--- src/rtl/hack_run_controller.sv ---
// hack_run_controller: reset/clock-enable sequencer for the Hack CPU with run, halt, step, PC breakpoint and cycle counter
// Ports: i_clk clock, i_rst_n async active-low reset, i_cmd_valid/i_cmd/i_cmd_arg/o_cmd_ready command handshake
//        (0=RUN 1=STEP 2=HALT 3=RESET), i_pc CPU program counter, i_bp_en/i_bp_addr breakpoint,
//        o_cpu_rst/o_cpu_ce CPU control, o_halted, o_bp_hit sticky, o_state (0..4), o_cycle_count executed cycles
module hack_run_controller #(
  parameter int RST_CYCLES = 4,
  parameter int PC_W = 15,
  parameter int CNT_W = 32
) (
  input  logic             i_clk,
  input  logic             i_rst_n,
  input  logic             i_cmd_valid,
  input  logic [1:0]       i_cmd,
  input  logic [15:0]      i_cmd_arg,
  output logic             o_cmd_ready,
  input  logic [PC_W-1:0]  i_pc,
  input  logic             i_bp_en,
  input  logic [PC_W-1:0]  i_bp_addr,
  output logic             o_cpu_rst,
  output logic             o_cpu_ce,
  output logic             o_halted,
  output logic             o_bp_hit,
  output logic [2:0]       o_state,
  output logic [CNT_W-1:0] o_cycle_count
);
  localparam int HW = RST_CYCLES > 1 ? $clog2(RST_CYCLES) : 1;
  localparam logic [1:0] C_RUN = 2'd0, C_STEP = 2'd1, C_HALT = 2'd2;
  typedef enum logic [2:0] {S_HOLD, S_HALT, S_RUN, S_STEP, S_BREAK} state_t;
  state_t           r_state;
  logic [HW-1:0]    r_hold_cnt;
  logic [15:0]      r_step_rem;
  logic             r_skip;
  logic             r_cpu_rst;
  logic             r_bp_hit;
  logic [CNT_W-1:0] r_cycle_count;
  logic             w_stopped;
  logic             w_active;
  logic             w_bpm;
  logic             w_acc;
  logic             w_ovr;
  logic             w_hold_done;
  assign w_stopped   = (r_state == S_HALT) || (r_state == S_BREAK);
  assign w_active    = (r_state == S_RUN) || (r_state == S_STEP);
  assign w_bpm       = i_bp_en && (i_pc == i_bp_addr) && !r_skip;
  assign w_acc       = i_cmd_valid && o_cmd_ready;
  // While running only HALT/RESET (cmd[1] set) take effect; RUN/STEP are accepted but ignored
  assign w_ovr       = w_acc && (w_stopped || i_cmd[1]);
  assign w_hold_done = r_hold_cnt == HW'(RST_CYCLES - 1);
  assign o_cmd_ready   = r_state != S_HOLD;
  assign o_cpu_ce      = w_active && !w_bpm;
  assign o_halted      = w_stopped;
  assign o_bp_hit      = r_bp_hit;
  assign o_cpu_rst     = r_cpu_rst;
  assign o_state       = r_state;
  assign o_cycle_count = r_cycle_count;
  always_ff @(posedge i_clk or negedge i_rst_n) begin
    if (!i_rst_n) begin
      r_state       <= S_HOLD;
      r_hold_cnt    <= '0;
      r_step_rem    <= '0;
      r_skip        <= 1'b0;
      r_cpu_rst     <= 1'b1;
      r_bp_hit      <= 1'b0;
      r_cycle_count <= '0;
    end else begin
      r_skip    <= 1'b0;
      r_cpu_rst <= 1'b0;
      if (o_cpu_ce) r_cycle_count <= r_cycle_count + CNT_W'(1);
      if (o_cpu_ce && r_state == S_STEP) r_step_rem <= r_step_rem - 16'd1;
      if (r_state == S_HOLD) begin
        // cpu_rst drops on the same edge HALT is entered, giving exactly RST_CYCLES edges of reset
        r_cpu_rst  <= !w_hold_done;
        r_hold_cnt <= r_hold_cnt + HW'(1);
        if (w_hold_done) r_state <= S_HALT;
      end else if (w_ovr) begin
        unique case (i_cmd)
          C_RUN: begin
            r_state  <= S_RUN;
            r_skip   <= 1'b1;
            r_bp_hit <= 1'b0;
          end
          C_STEP: begin
            r_state    <= S_STEP;
            r_step_rem <= i_cmd_arg == '0 ? 16'd1 : i_cmd_arg;
            r_skip     <= 1'b1;
            r_bp_hit   <= 1'b0;
          end
          C_HALT: begin
            r_state <= S_HALT;
            if (r_state == S_BREAK) r_bp_hit <= 1'b0;
          end
          default: begin
            r_state       <= S_HOLD;
            r_hold_cnt    <= '0;
            r_cycle_count <= '0;
            r_bp_hit      <= 1'b0;
            r_cpu_rst     <= 1'b1;
          end
        endcase
      end else if (w_active && w_bpm) begin
        r_state  <= S_BREAK;
        r_bp_hit <= 1'b1;
      end else if (r_state == S_STEP && o_cpu_ce && r_step_rem == 16'd1) begin
        r_state <= S_HALT;
      end
    end
  end
endmodule
--- config.mk ---
export PLATFORM = sky130hd
export DESIGN_NAME = hack_run_controller
export DESIGN_NICKNAME = d
export VERILOG_FILES = /design/src/rtl/hack_run_controller.sv
export SDC_FILE = /design/constraint.sdc
export NUM_CORES = 1
export LEC_CHECK = 0
export CAP_MARGIN = 20
export CORE_ASPECT_RATIO = 1.1
export CORE_MARGIN = 5
export CORE_UTILIZATION = 50
export DETAILED_ROUTE_END_ITERATION = 10
export GPL_TIMING_DRIVEN = 1
export PLACE_DENSITY = 0.82
export SLEW_MARGIN = 25
export SYNTH_ARGS = -nofsm -noshare
export SYNTH_HDL_FRONTEND = slang
export SYNTH_SLANG_ARGS = --single-unit
--- constraint.sdc ---
create_clock -name i_clk -period 4.5 [get_ports i_clk]
set_clock_uncertainty 0.05 [all_clocks]
set_input_delay 1.125 -clock i_clk [delete_from_list [all_inputs] [get_ports i_clk]]
set_output_delay 1.125 -clock i_clk [all_outputs]
set_load 0.05 [all_outputs]
After elaboration in Yosys (flattened, before gate mapping)
Cells that the tools add are included.
{"block": "totals", "reg_bits": 56, "in_bits": 52, "elab_cells": 77}
{"block": "classes", "bitwise": 1, "muxes": 28, "n_eq_ne": 12, "n_addsub": 3, "n_reduce_logical": 26}
{"operator": "32-bit two-way mux", "count": 4}
{"operator": "16-bit two-way mux", "count": 5}
{"operator": "32-bit by 1-bit adder with 32-bit output (second input constant)", "count": 1}
{"operator": "16-bit by 1-bit equality test with 1-bit output (second input constant)", "count": 1}
{"operator": "16-bit zero test", "count": 1}
{"operator": "16-bit by 1-bit subtractor with 16-bit output (second input constant)", "count": 1}
{"operator": "15-bit equality test", "count": 1}
{"operator": "3-bit two-way mux", "count": 5}
{"operator": "1-bit two-way mux", "count": 10}
{"operator": "1-bit logical AND", "count": 8}
{"operator": "3-bit by 2-bit equality test with 1-bit output (second input constant)", "count": 2}
{"operator": "2-bit two-way mux", "count": 3}
{"operator": "2-bit one-hot mux with 3 select lines", "count": 1}
{"operator": "2-bit equality test (second input constant)", "count": 2}
{"operator": "2-bit AND reduction", "count": 2}
{"operator": "2-bit nonzero test", "count": 2}
{"operator": "4-bit nonzero test", "count": 1}
{"operator": "3-bit by 1-bit equality test with 1-bit output (second input constant)", "count": 1}
{"operator": "3-bit equality test (second input constant)", "count": 1}
{"operator": "1-bit zero test", "count": 3}
{"operator": "3-bit zero test", "count": 1}
{"operator": "1-bit logical OR", "count": 3}
{"operator": "3-bit != test (second input constant)", "count": 1}
{"operator": "3-bit AND reduction", "count": 1}
{"operator": "other kinds (9)", "count": 9}

Depth between registers and ports, before layout
Gate-level depths: netlist (run 1).
{"block": "logic_depth", "word_depth": 11, "depth_mapped": 9}

Least setup slack after synthesis (run 1)
OpenSTA, ideal clock, no wires.
{"block": "synth_path", "path_type": "in2out", "start": "in i_bp_addr[8]", "end": "out o_cpu_ce", "setup_slack_ps": 948, "t_arrival_ps": 2377, "n_path_buf": 1, "t_required_ps": 3325, "cell_stages": 6, "cell_sequence": "xor2_1 nor4_1 nand4_1 nand2_1 buf_2 inv_1"}
{"block": "synth_via", "elab_chain_cells": 5}
{"element": "start, declared", "line_no": "18", "text": "input logic [PC_W-1:0] i_bp_addr,"}
{"element": "15-bit equality test", "line_no": "44", "text": "assign w_bpm = i_bp_en && (i_pc == i_bp_addr) && !r_skip;"}
{"element": "1-bit logical AND (2 in a row)", "line_no": "44"}
{"element": "1-bit zero test", "line_no": "50", "text": "assign o_cpu_ce = w_active && !w_bpm;"}
{"element": "1-bit logical AND", "line_no": "50"}
{"element": "end, declared", "line_no": "20", "text": "output logic o_cpu_ce,"}
No other way between the ends.

Worst setup path in the final report (run 1)
Same ends and word-level chain as after synthesis.

==> results of run 1 <==
how the worst max path moves through the flow:
| stage | end | cells past startpoint |
|---|---|---|
| after floorplan | o_cpu_ce | 6 |
| final | o_cpu_ce | 7 |
| after global placement | o_cpu_ce | 7 |
| after detailed placement | o_cpu_ce | 7 |
| after CTS | o_cpu_ce | 7 |
| after global routing | o_cpu_ce | 7 |
worst register-to-register path, stage by stage (launching register included):
cell	delay [ns]
sky130_fd_sc_hd__dfrtp_1	0.53
sky130_fd_sc_hd__and2b_1	0.72
sky130_fd_sc_hd__nand3_1	0.18
sky130_fd_sc_hd__nor2_2	0.34
sky130_fd_sc_hd__nand2_1	0.32
sky130_fd_sc_hd__or4_1	0.55
sky130_fd_sc_hd__a21oi_1	0.17
placed cells by master (no fill, tap or decap), types with 4 or more instances in the layout:
cell type                         Yosys  final
sky130_fd_sc_hd__clkdlybuf4s50_1      0     89
sky130_fd_sc_hd__dfrtp_1             55     55
sky130_fd_sc_hd__xor2_1              41     41
sky130_fd_sc_hd__nor2_1              31     31
sky130_fd_sc_hd__nand2_1             29     29
sky130_fd_sc_hd__nand4_1             23     23
sky130_fd_sc_hd__nand3_1             23     23
sky130_fd_sc_hd__o21ai_0             19     19
sky130_fd_sc_hd__a21oi_1             15     15
sky130_fd_sc_hd__or4_1               13     13
sky130_fd_sc_hd__nor4_1              12     12
sky130_fd_sc_hd__and3_1              12     12
sky130_fd_sc_hd__inv_1               10     10
sky130_fd_sc_hd__ha_1                 8      8
sky130_fd_sc_hd__o31ai_1              7      7
sky130_fd_sc_hd__clkbuf_8             0      6
sky130_fd_sc_hd__nor3_1               5      5
sky130_fd_sc_hd__buf_4                0      5
sky130_fd_sc_hd__o211ai_1             4      4
sky130_fd_sc_hd__or2_0                4      4
sky130_fd_sc_hd__o311ai_0             4      4
sky130_fd_sc_hd__o41ai_1              4      4
routing by layer:
| metal | GRT usage, % | wire, um | vias up |
|---|---|---|---|
| li1 | - | - | 1521 |
| met5 | 0 | 0 | - |
| met3 | 2.83 | 470 | 11 |
| met4 | 4.41 | 100 | 0 |
| met2 | 39.9 | 4660 | 94 |
| met1 | 25.6 | 3530 | 1570 |
cell families (layout without fill, tap and decap cells):
kind of cell	after synthesis	in the layout	share of synthesized area, %
adder cells (fa/ha/maj)	9	9	3.25
AND/OR/NAND/NOR	169	169	26.6
AO/OA/AOI/OAI	61	61	11.7
flip-flops	56	56	41.4
multiplexers	4	4	1.26
buffers and inverters	31	114	4.32
XOR/XNOR	44	44	11.4
where the power goes:
| part | leakage [nW] | internal (mW) | switching, mW |
|---|---|---|---|
| Combinational | 1.03 | 0.287 | 0.446 |
| Clock | 0.0434 | 0.125 | 0.174 |
| Sequential | 0.738 | 0.613 | 0.118 |
registers in the layout (all words and copies together) (netlist names):
name / flops
o_cycle_count: 32
o_cpu_rst: 1
o_state: 3
r_hold_cnt: 2
o_bp_hit: 1
r_step_rem: 16
r_skip: 1
stage by stage:
step | power (mW) | instances | cell area, um^2 | hold slack [ns] | util (%)
after floorplan | 1.23 | 374 | 3390 | 0.417 | -
after global placement | 1.44 | 531 | 4320 | 0.436 | 65.5
after detailed placement | 1.47 | 531 | 4320 | 0.450 | 65.5
after CTS | 1.77 | 539 | 4420 | 0.468 | 67.0
after global routing | 1.87 | 539 | 4420 | 0.511 | 67.0
final | 1.76 | 539 | 4420 | 0.462 | 67.0
final cells by class:
type	count	area [um^2]
clock buffers	6	82.6
clock inverters	2	15.0
fillers	569	2180
inverters	11	43.8
multi-input cells	287	1840
flip-flops and latches	56	1400
well taps	82	103
repair buffers	95	933
==> Implementation_results.wiki, run 1 <==
{| class="wikitable"
! Metric !! Value
|-
| Slew at the pin with the worst max-slew slack || 0.927 ns
|-
| Global routing usage summed across all routing layers || 21.2%
|-
| Sort of element at the start of the critical path || input port
|-
| Time the final worst path needs with I/O delays and setup || 3.82 ns
|-
| Count leader, synth || sky130_fd_sc_hd__dfrtp_1
|-
| R2R setup slack || 1.60 ns
|-
| Post-layout nets || 516
|-
| Slowest cell on the critical path || sky130_fd_sc_hd__clkdlybuf4s50_1
|-
| Die Height || 96.3 um
|-
| Worst voltage drop across the vdd grid || 0.000293 V
|-
| Mean cell area of the mapped netlist || 9.05 um^2
|-
| List of most frequent post-synthesis cells || sky130_fd_sc_hd__dfrtp_1 (55), sky130_fd_sc_hd__xor2_1 (41), sky130_fd_sc_hd__nor2_1 (31), sky130_fd_sc_hd__nand2_1 (29)
|-
| Top post-synthesis cells by area || sky130_fd_sc_hd__dfrtp_1 (41%), sky130_fd_sc_hd__xor2_1 (11%), sky130_fd_sc_hd__nand4_1 (4.2%)
|-
| Core footprint || 6590 um^2
|-
| Sum of buffers and inverters on the critical path || 3
|-
| Count of antenna diodes in the layout || 0
|-
| Setup repair after global routing missed its margin || false
|-
| Initial drt markers || 178
|-
| Final hold violation count || 0
|-
| Worst Setup SP || i_bp_addr[8]
|-
| Outcome || completed
|-
| R2R depth || 6
|-
| Worst slew slack as a fraction of its limit || 38.2%
|-
| Cell at the root of the clock tree || sky130_fd_sc_hd__clkbuf_8
|-
| Initial Util || 51.3%
|-
| Number of global-route vias before repair || 3,121
|-
| WHS Path Cells || 1
|-
| Number of hold-repair buffers added at the cts stage || 0
|-
| Setup TNS || 0 ns
|-
| Wire length of the first global-routing pass || 14,400 um
|-
| Cell area after synthesis || 3390 um^2
|-
| Total congestion overflow || 0
|-
| Per-cell routed wire length || 16.2 um
|-
| Count of vias placed by the detailed router || 3,196
|-
| Setup-failing EPs final || 0
|-
| Crit-path max FO || 3
|-
| Number of instances in the synthesized netlist || 374
|-
| Setup Slack @ Placement || 0.647 ns
|-
| Highest achievable clock rate || 0.262 GHz
|-
| Fraction of layout cells with a size suffix above 1 || 5.03%
|-
| Number of distinct library cells after synthesis || 48
|-
| Rows || 31
|-
| CTS sink cnt || 56
|-
| Overall die area || 8520 um^2
|-
| Max_cap viols || 0
|-
| Post-synthesis async set-or-reset flop share || 100%
|-
| Post-synth top flop || sky130_fd_sc_hd__dfrtp_1
|-
| TritonRoute pass-1 iters || 4
|-
| Post-route clock period utilization || 84.9%
|-
| Total power density per cell area || 399 nW/um^2
|-
| Kind of end point of the critical path || output pin
|-
| Hold-critical path endpoint || r_hold_cnt[0]$_DFFE_PN0P_
|-
| Final routed wirelength across all metal layers || 8760 um
|-
| Pin count of the biggest net entering global routing || 41
|-
| Number of antenna violations at the first check in global routing || 0
|-
| Reg-to-reg critical path endpoint || o_cycle_count[28]$_DFF_PN0_
|-
| Number of clock buffers inserted by TritonCTS || 5
|-
| Cell-by-cell listing of the critical path || clkdlybuf4s50_1 > xor2_1 > nor4_1 > nand4_1 > nand2_1 > inv_1 > buf_4
|-
| Cell family with most CP delay || buffers and inverters
|-
| Post-route setup slack || 0.681 ns
|-
| Worst reg2reg startpoint || o_state[2]$_DFFE_PN0P_
|-
| Relative area change from synthesis to final layout || 30.5%
|-
| Flop and latch count out of synthesis || 56
|-
| Clock insertion delay at the later pin of the skew report || 0.32 ns
|-
| Hold Crit Class || register to register
|-
| DR DRC count || 0
|-
| Post-synthesis cell type with the largest combined area || sky130_fd_sc_hd__dfrtp_1
|-
| Routed vias/inst || 5.93
|-
| Share of the yosys chip area belonging to registers || 41.4%
|-
| Area share of the leading cell type in the synthesized netlist || 40.7%
|-
| Net Count, Synth || 434
|-
| Die span in x || 88.5 um
|-
| Worst-case clock buffer depth || 2
|-
| Boundary pin count || 92
|-
| Max-slew violation count || 0
|-
| H-tree lvl count || 2
|-
| Number of flops mapped to enable cells by yosys || 0
|-
| Highest cell delay on the worst timing path || 0.43 ns
|-
| Number of setup buffers added after CTS || 0
|-
| Ys Warns || 0
|-
| Count of cells resized by post-cts repair || 0
|-
| Required time at the worst-slack endpoint || 3.32 ns
|-
| Static leakage power || 1.81 nW
|-
| Critical path class || input port to output pin
|-
| Count of input and output buffers || 91
|-
| Final estimated routing congestion in global placement || 0.794
|-
| Final ANT Viol Nets || 0
|-
| Data arrival time of the critical path || 2.64 ns
|-
| Half-perimeter wire length after detailed placement || 6560 um
|-
| Worst hold start || r_hold_cnt[0]$_DFFE_PN0P_
|-
| CTS tree || built
|-
| Reg clk slew, reported paths || 0.09 ns
|}
Power figures use the tool's default switching activity.
==> run 2, diff against run 1 <==
--- a/config.mk
+++ b/config.mk
@@ -8,10 +8,10 @@
 export CAP_MARGIN = 20
 export CORE_ASPECT_RATIO = 1.1
 export CORE_MARGIN = 5
-export CORE_UTILIZATION = 50
+export CORE_UTILIZATION = 49
 export DETAILED_ROUTE_END_ITERATION = 10
 export GPL_TIMING_DRIVEN = 1
-export PLACE_DENSITY = 0.82
+export PLACE_DENSITY = 0.81
 export SLEW_MARGIN = 25
 export SYNTH_ARGS = -nofsm -noshare
 export SYNTH_HDL_FRONTEND = slang
==> constraint.sdc (replaced) <==
create_clock -name i_clk -period 3.8 [get_ports i_clk]
set_clock_uncertainty 0.05 [all_clocks]
set_input_delay 0.95 -clock i_clk [delete_from_list [all_inputs] [get_ports i_clk]]
set_output_delay 0.95 -clock i_clk [all_outputs]
set_load 0.05 [all_outputs]
==> Implementation_results.wiki, run 2 (synthesis gave the netlist of run 1 again) <==
{| class="wikitable"
! Metric !! Value
|-
| Outcome || completed
|-
| Filler Cells Inserted || 556 (-2.3%)
|-
| Power share of the sequential group || 40.4% (-1.0 points)
|-
| Routed vias/inst || 5.83 (-1.7%)
|-
| Slew at the pin with the worst max-slew slack || 0.923 ns (-0.00377 ns)
|-
| Kind of end point of the critical path || output pin
|-
| Fraction of layout cells with a size suffix above 1 || 5.24% (+0.21 points)
|-
| Setup repair after global routing missed its margin || false
|-
| Setup Slack @ Placement || 0.290 ns (-0.357 ns)
|-
| Total instance count after detailed placement || 532 (+0.19%)
|-
| Worst voltage drop across the vdd grid || 0.000474 V (+62%)
|-
| Setup TNS || 0 ns (unchanged)
|-
| DR DRC count || 0 (unchanged)
|-
| Highest cell delay on the worst timing path || 0.42 ns (about the same)
|-
| Number of global-route vias before repair || 3,175 (+1.7%)
|-
| Count of input and output buffers || 91 (unchanged)
|-
| Data arrival time of the critical path || 2.49 ns (-0.15 ns)
|-
| Pin count of the biggest net entering global routing || 33 (-20%)
|-
| H-tree lvl count || 2 (unchanged)
|-
| Required time at the worst-slack endpoint || 2.80 ns (-0.52 ns)
|-
| Final hold violation count || 0 (unchanged)
|-
| R2R setup slack || 1.14 ns (-0.46 ns)
|-
| CTS sink cnt || 56 (unchanged)
|-
| Number of clock buffers inserted by TritonCTS || 5 (unchanged)
|-
| Final estimated routing congestion in global placement || 0.797 (+0.40%)
|-
| Worst hold start || o_bp_hit$_DFFE_PN0P_
|-
| Die span in x || 89.3 um (+0.90%)
|-
| Post-layout nets || 517 (+0.19%)
|-
| Leading cell types in the layout, fill and taps excluded || sky130_fd_sc_hd__clkdlybuf4s50_1 (89), sky130_fd_sc_hd__dfrtp_1 (55), sky130_fd_sc_hd__xor2_1 (41), sky130_fd_sc_hd__nor2_1 (31), sky130_fd_sc_hd__nand2_1 (29)
|-
| Reg clk slew, reported paths || 0.10 ns (about the same)
|-
| Time the final worst path needs with I/O delays and setup || 3.49 ns
|-
| Final routed wirelength across all metal layers || 8850 um (+1.1%)
|-
| Cell at the root of the clock tree || sky130_fd_sc_hd__clkbuf_8
|-
| Slowest cell on the critical path || sky130_fd_sc_hd__clkdlybuf4s50_1
|-
| Half-perimeter wire length after detailed placement || 6640 um (+1.2%)
|-
| Post-route setup slack || 0.306 ns (-0.375 ns)
|-
| Count of cells resized by post-cts repair || 0 (unchanged)
|-
| R2R depth || 5 (-1)
|-
| Count of antenna diodes in the layout || 0 (unchanged)
|-
| Sum of buffers and inverters on the critical path || 3 (unchanged)
|-
| Total congestion overflow || 0 (unchanged)
|-
| Core footprint || 6670 um^2 (+1.2%)
|-
| Final ANT Viol Nets || 0 (unchanged)
|-
| Reg-to-reg critical path endpoint || o_state[0]$_DFFE_PN0P_
|-
| Clock insertion delay at the later pin of the skew report || 0.31 ns (about the same)
|-
| Hold Worst Slack || 0.476 ns (+0.0144 ns)
|-
| Post-route clock period utilization || 91.9%
|-
| Crit-path max FO || 3 (unchanged)
|-
| TritonRoute pass-1 iters || 4 (unchanged)
|-
| Relative area change from synthesis to final layout || 31.1%
|-
| Per-cell routed wire length || 16.4 um (+0.87%)
|-
| Worst-case clock buffer depth || 2 (unchanged)
|-
| Setup-failing EPs final || 0 (unchanged)
|-
| Rows || 31 (unchanged)
|-
| Initial Util || 50.8% (-0.60 points)
|-
| Max-slew violation count || 0 (unchanged)
|-
| Highest achievable clock rate || 0.286 GHz
|-
| Die Height || 97.2 um (+0.91%)
|-
| Fraction of power spent switching nets || 40.8% (-1.1 points)
|-
| Final core area utilization || 66.5% (-0.46 points)
|-
| Worst slew slack as a fraction of its limit || 37.9% (-0.32 points)
|-
| CTS tree || built
|-
| Count of vias placed by the detailed router || 3,147 (-1.5%)
|-
| Static leakage power || 1.83 nW (+0.87%)
|-
| Worst reg2reg startpoint || r_step_rem[8]$_DFF_PN0_
|-
| Initial drt markers || 155 (-13%)
|-
| Global routing usage summed across all routing layers || 20.9% (-0.35 points)
|-
| Sort of element at the start of the critical path || input port
|-
| Overall die area || 8670 um^2 (+1.8%)
|-
| Boundary pin count || 92 (unchanged)
|-
| Standard cell area after detailed placement || 4330 um^2 (+0.17%)
|-
| Switching pwr || 0.873 mW (+18%)
|-
| Wire length of the first global-routing pass || 14,800 um (+2.7%)
|-
| Number of flip-flops under the largest register name || 32 (unchanged)
|-
| Number of antenna violations at the first check in global routing || 0 (unchanged)
|-
| Commonest non-fill, non-tap cell in the layout || sky130_fd_sc_hd__clkdlybuf4s50_1
|-
| Hold-critical path endpoint || o_bp_hit$_DFFE_PN0P_
|-
| WHS Path Cells || 1 (unchanged)
|-
| Internal cell power || 1.27 mW (+24%)
|-
| Combinational share of power || 41.1% (-0.5 points)
|-
| Number of setup buffers added after CTS || 0 (unchanged)
|-
| Post-layout total power || 2.14 mW (+21%)
|-
| Critical path class || input port to output pin
|-
| Number of standard cells in the layout, taps in and fillers out || 540 (+0.19%)
|-
| Hold Crit Class || register to register
|-
| Cell family with most CP delay || buffers and inverters
|-
| Total power density per cell area || 482 nW/um^2 (+21%)
|-
| Design Area, Final || 4440 um^2 (+0.48%)
|-
| Number of hold-repair buffers added at the cts stage || 0 (unchanged)
|-
| Max_cap viols || 0 (unchanged)
|-
| Cell-by-cell listing of the critical path || clkdlybuf4s50_1 > xor2_1 > nor4_1 > nand4_1 > nand2_1 > inv_1 > buf_4
|-
| Clock power share || 18.5% (+1.5 points)
|}
-- run 2: cell count changes in the layout (fill, tap and decap cells not counted), sizes merged --
cell      before  now
buf            6    7
bufinv         0    1
clkbuf         6    5
clkinv         0    1
clkinvlp       2    1
-- run 2: final cells by class --
cell class | count | area (um^2) | share of cell area, %
Clock buffer | 5 | 68.8 | 1.55
Clock inverter | 3 | 42.5 | 0.959
Inverter | 11 | 43.8 | 0.987
Multi-Input combinational cell | 287 | 1840 | 41.4
Sequential cell | 56 | 1400 | 31.6
Tap cell | 82 | 103 | 2.31
Timing Repair Buffer | 96 | 941 | 21.2
-- run 2: how the worst max path moves through the flow --
stage                       startpoint  endpoint  slack, ns  depth (start not counted)
after detailed placement  i_bp_addr[9]  o_cpu_ce       0.29                          7
after global placement    i_bp_addr[9]  o_cpu_ce       0.32                          7
after global routing      i_bp_addr[8]  o_cpu_ce       0.22                          7
after CTS                 i_bp_addr[9]  o_cpu_ce       0.29                          7
after floorplan           i_bp_addr[8]  o_cpu_ce       0.60                          6
final                     i_bp_addr[9]  o_cpu_ce       0.31                          7
-- run 2: per-layer routing --
| metal | up-vias | track usage [%] | routed length, um |
|---|---|---|---|
| met5 | - | 0 | 0 |
| met4 | 0 | 5.27 | 112 |
| met3 | 12 | 3.22 | 374 |
| met2 | 91 | 35.9 | 4630 |
| met1 | 1524 | 26.9 | 3740 |
| li1 | 1520 | - | - |
-- run 2: power groups by stage --
stage	clock network [mW]	registers (mW)	logic [mW]
5_1_grt	0.428	0.886	0.960
3_5_place_dp	0	0.875	0.876
4_1_cts	0.403	0.864	0.884
6_report	0.396	0.865	0.880
2_1_floorplan	0	0.945	0.515
3_3_place_gp	0	0.865	0.847
==> run 3, diff against run 2 <==
--- a/config.mk
+++ b/config.mk
@@ -9,6 +9,7 @@
 export CORE_ASPECT_RATIO = 1.1
 export CORE_MARGIN = 5
 export CORE_UTILIZATION = 49
+export CTS_CLUSTER_SIZE = 30
 export DETAILED_ROUTE_END_ITERATION = 10
 export GPL_TIMING_DRIVEN = 1
 export PLACE_DENSITY = 0.81
==> results of run 3 <==
Final layout, timing and power as in run 2 (identical DEF).
